### config.mk
export PLATFORM = sky130hd
export DESIGN_NAME = apb_reg_slave
export DESIGN_NICKNAME = d
export VERILOG_FILES = /design/src/rtl/apb_reg_slave.sv
export SDC_FILE = /design/constraint.sdc
export NUM_CORES = 1
export LEC_CHECK = 0
export ABC_AREA = 1
export BUFFER_PORTS_ARGS = -buffer_cell sky130_fd_sc_hd__buf_2
export CAP_MARGIN = 30
export CORE_ASPECT_RATIO = 0.75
export CORE_MARGIN = 10
export CORE_UTILIZATION = 62
export CTS_CLUSTER_SIZE = 40
export DETAILED_ROUTE_END_ITERATION = 16
export PLACE_DENSITY_LB_ADDON = 0.12
export SLEW_MARGIN = 10
export SYNTH_ARGS = -nofsm -noshare
export SYNTH_HDL_FRONTEND = slang
export SYNTH_SLANG_ARGS = --single-unit
### constraint.sdc
create_clock -name pclk -period 2.4 [get_ports pclk]
set_input_delay 0.12 -clock pclk [delete_from_list [all_inputs] [get_ports pclk]]
set_output_delay 0.12 -clock pclk [all_outputs]
set_load 0.05 [all_outputs]
### src/rtl/apb_reg_slave.sv
// apb_reg_slave: APB completer with a register bank, transfer counter, sticky protocol-error flag
module apb_reg_slave #(
  parameter int AWIDTH = 4,
  parameter int DWIDTH = 8
) (
  input  logic              pclk,
  input  logic              presetn,
  input  logic              psel,
  input  logic              penable,
  input  logic              pwrite,
  input  logic [AWIDTH-1:0] paddr,
  input  logic [DWIDTH-1:0] pwdata,
  output logic [DWIDTH-1:0] prdata,
  output logic [DWIDTH-1:0] ctrl_o,
  output logic              err_o
);
  localparam int N = 2 ** AWIDTH;
  typedef enum logic [1:0] {IDLE, SETUP, ACCESS} state_e;
  state_e state_q, state_d;
  logic [AWIDTH-1:0] addr_q;
  logic write_q;
  logic [DWIDTH-1:0] mem_q [N-1];
  logic [DWIDTH-1:0] cnt_q, cnt_d, prdata_q, prdata_d;
  logic err_q, err_d;
  logic setup, access, done, wr, top;
  assign setup = psel & ~penable;
  assign access = psel & penable;
  assign top = &paddr;
  assign wr = done & pwrite;
  always_comb begin
    state_d = state_q;
    err_d = err_q;
    done = 1'b0;
    case (state_q)
      IDLE: begin
        state_d = setup ? SETUP : IDLE;
        err_d = err_q | access;
      end
      SETUP:
        if (access && paddr == addr_q && pwrite == write_q) begin
          state_d = ACCESS;
          done = 1'b1;
        end else begin
          state_d = setup ? SETUP : IDLE;
          err_d = err_q | ~setup;
        end
      ACCESS: begin
        state_d = setup ? SETUP : IDLE;
        err_d = err_q | access;
      end
      default: state_d = IDLE;
    endcase
    if (wr && top) err_d = 1'b0;
    cnt_d = (wr && top) ? '0 : cnt_q + DWIDTH'(done);
    // the top address reads the counter as it stood before this transfer is counted
    prdata_d = (setup && !pwrite) ? (top ? cnt_q : mem_q[paddr]) : prdata_q;
  end
  always_ff @(posedge pclk or negedge presetn) begin
    if (!presetn) begin
      state_q <= IDLE;
      addr_q <= '0;
      write_q <= 1'b0;
      cnt_q <= '0;
      err_q <= 1'b0;
      prdata_q <= '0;
      for (int i = 0; i < N - 1; i++) mem_q[i] <= '0;
    end else begin
      state_q <= state_d;
      if (setup) begin
        addr_q <= paddr;
        write_q <= pwrite;
      end
      cnt_q <= cnt_d;
      err_q <= err_d;
      prdata_q <= prdata_d;
      if (wr && !top) mem_q[paddr] <= pwdata;
    end
  end
  assign prdata = prdata_q;
  assign ctrl_o = mem_q[0];
  assign err_o = err_q;
endmodule

==> results.ini <==
[run_status]
status=finished, final reports clean

[floorplan]
core-area_um2=12260
fp.dieArea_um2=17390
io_pins=34
start_util=0.6310
die_h_um=116.7
rows=35
die_x_um=149.0

[place]
io_buffers=33
gp_congestion=0.9484
place_inst=1193
hpwlAfterDp_um=14120
placed_area_um2=7995

[synthesis]
syn_area_um2=7737
yosysWarnings=0
synth.distinct_cells=25
synth_mux_area_frac=0
synth_top_family_by_area=simple AND/OR/NAND/NOR gates
syn_avg_cell_area_um2=7.426
synth_flop_cell=dfrtp_1
netlist_instances=1042
synth_nets=1061
ys_seq_area_frac=0.4657
synth-xor-area-share=0.004528
synth_async_sr_flop_share=1.000
synth_compound_area_frac=0.03008
synth-edff-count=0
ys_ff_latch=144
synth-adder-area-share=0.003234
yosys.area_share.simple=0.4057

[detailed_routing]
via_per_inst=5.865
wirelength_um=22110
drt-initial-drc-count=927
dr.pass1.iters=6
antenna_left=0
drc=0
post_drt_wl_per_cell_um=18.04
vias=7190

[clocking]
cts_tree=built
cts_sinks=144
cts.clk_slew.worst_paths_ns=0.06
clock_path_buffers=2
cts_root_buf=clkbuf_16
cts_buffers=17
ctsResizeCount=0
htree_levels=4
clkLatencyLatePin_ns=0.43

[setup_path]
crit_path_end_kind=flop
critPathMaxFanout=13
required_ns=2.71
arrival_ns=2.41
start_kind=flop
critical_path_class=flop to flop

[hold_path]
min_path_type=input pin to flop

[grt]
grtUsageTotal=0.2638
grt_pass1_vias=6867
antenna_found_initial=0
grt_max_degree=64
grt_first_pass_wirelength_um=36040
overflow=0

[layout]
fin_cells=1226
antennaDiodeCount=0
drive_gt1_frac=0.1113
area_growth_pct=12.01
fillers=1003
utilization=0.7068
nets=1066
postLayoutCellArea_um2=8667

[timing]
fmax_mhz=474.6
timing.final.max_slew_violations=0
final-setup-viol-count=0
tightest_slew_ns=0.7930
relSlewSlack=0.4707
rsz0062_at_grt=false
final.setup.tns_ns=0
finalCriticalPeriod_ns=2.107
final_hold_viol_count=0
fin_crit_sh=0.8779
clock-skew-final_ns=0.009300

[pwr]
peakVddDrop_mv=0.4990
finalPower_mw=6.056
cellPowerDensity_nw_per_um2=698.7
p_leak_nw=4.763

[flow_run]
maxCapViolations=0

## synth_stat cells (4+ instances only)
library cell    n  area share
nand4_1       125        0.10
inv_2           6      0.0029
nand3_1        32       0.021
nor2_2          5      0.0040
dfrtp_1       144        0.47
o21ai_0        24       0.016
nand4_4         8       0.022
clkbuf_1       30       0.015
buf_1           4      0.0019
nor2_1         25       0.012
a21oi_1        15      0.0097
buf_6           5      0.0073
inv_1          76       0.037
o21ai_1         6      0.0039
buf_2          21       0.014
nand2_1       483        0.23
buf_4          14       0.014
nor3_1          6      0.0039
## per-stage QoR
step / setup slack (ns) / hold WS (ns)
global route: 0.1425 / 0.07454
detailed placement: 0.2803 / 0.1451
CTS: 0.3183 / 0.05069
global placement: 0.3761 / 0.1405
finish: 0.2931 / 0.06241
floorplan: 0.3924 / -0.1756
## where the power goes
group | total, mW | internal, mW | switching, mW
combinational | 0.568 | 0.120 | 0.448
sequential | 2.51 | 2.48 | 0.0300
clock | 2.98 | 1.90 | 1.08
## placed cells by master, fill, tap and decap left out, types with 6 or more instances in the layout
cell type	synthesis	layout
o21ai_1	6	6
nand3_1	32	32
dfrtp_1	144	144
nand2_1	483	483
nor3_1	6	6
buf_4	14	21
inv_2	6	6
nand4_4	8	8
a21oi_1	15	15
clkbuf_16	0	17
nand4_1	125	125
inv_1	76	76
buf_2	21	32
o21ai_0	24	24
nor2_1	25	23
## metal layers
layer | global-route usage | part of all wire | vias to the layer above
li1 | - | - | 3385
met1 | 0.3519 | 0.43 | 3350
met2 | 0.4052 | 0.44 | 403
met3 | 0.06698 | 0.10 | 52
met4 | 0.1050 | 0.028 | 0
met5 | 0 | 0 | -
## path summary, 6_finish.rpt
check                            from         end  slack [ns]  depth (start not counted)
hold reg to reg            state_q[1]  state_q[0]        0.46                          1
setup / recovery            addr_q[2]  mem_q[107]        0.29                         10
min in group asynchronous     presetn   mem_q[77]        0.25                          2
max in group asynchronous     presetn   prdata[0]        1.39                          3
setup reg to reg            addr_q[2]  mem_q[107]        0.29                         10
hold / removal               paddr[1]   addr_q[1]        0.06                          3
## what timing repair did
action	CTS	global route
hold buffers	1	0
buffers inserted	0	0
hold endpoints to repair	61	0
## cell families after synthesis
| kind of cell | count (synthesis) |
|---|---|
| xor gates and xnor gates | 4 |
| adders and majority gates | 2 |
| buffers and inverters | 156 |
| AOI/OAI and AO/OA | 46 |
| and+or+nand+nor | 690 |
| DFF | 144 |
## state kept, by name, summed over array words and instances (netlist names)
register and cells:
mem_q 112, cnt_q 8, ctrl_o 8, prdata 8, addr_q 4, state_q 2, err_o 1, write_q 1
## worst max-delay path, stage by stage (launching register included)
cell and delay, ns:
dfrtp_1 0.37, inv_1 0.07, nand2_1 0.10, nand2_1 0.07, nor2_1 0.14, nand2_1 0.14, nor2_4 0.13, buf_4 0.35
nand4_1 0.38, nand2_1 0.18, nand2_1 0.06
## cell type report
type	instances	area [µm²]	area share
sequential	144	3603	0.4158
tap	166	207.7	0.02396
multi-input combinational	742	3447	0.3977
clock buffer	19	452.9	0.05226
inverter	82	307.8	0.03551
clock inverter	13	209.0	0.02411
timing repair buffer	60	439.2	0.05067
Power figures use the tool's default switching activity.
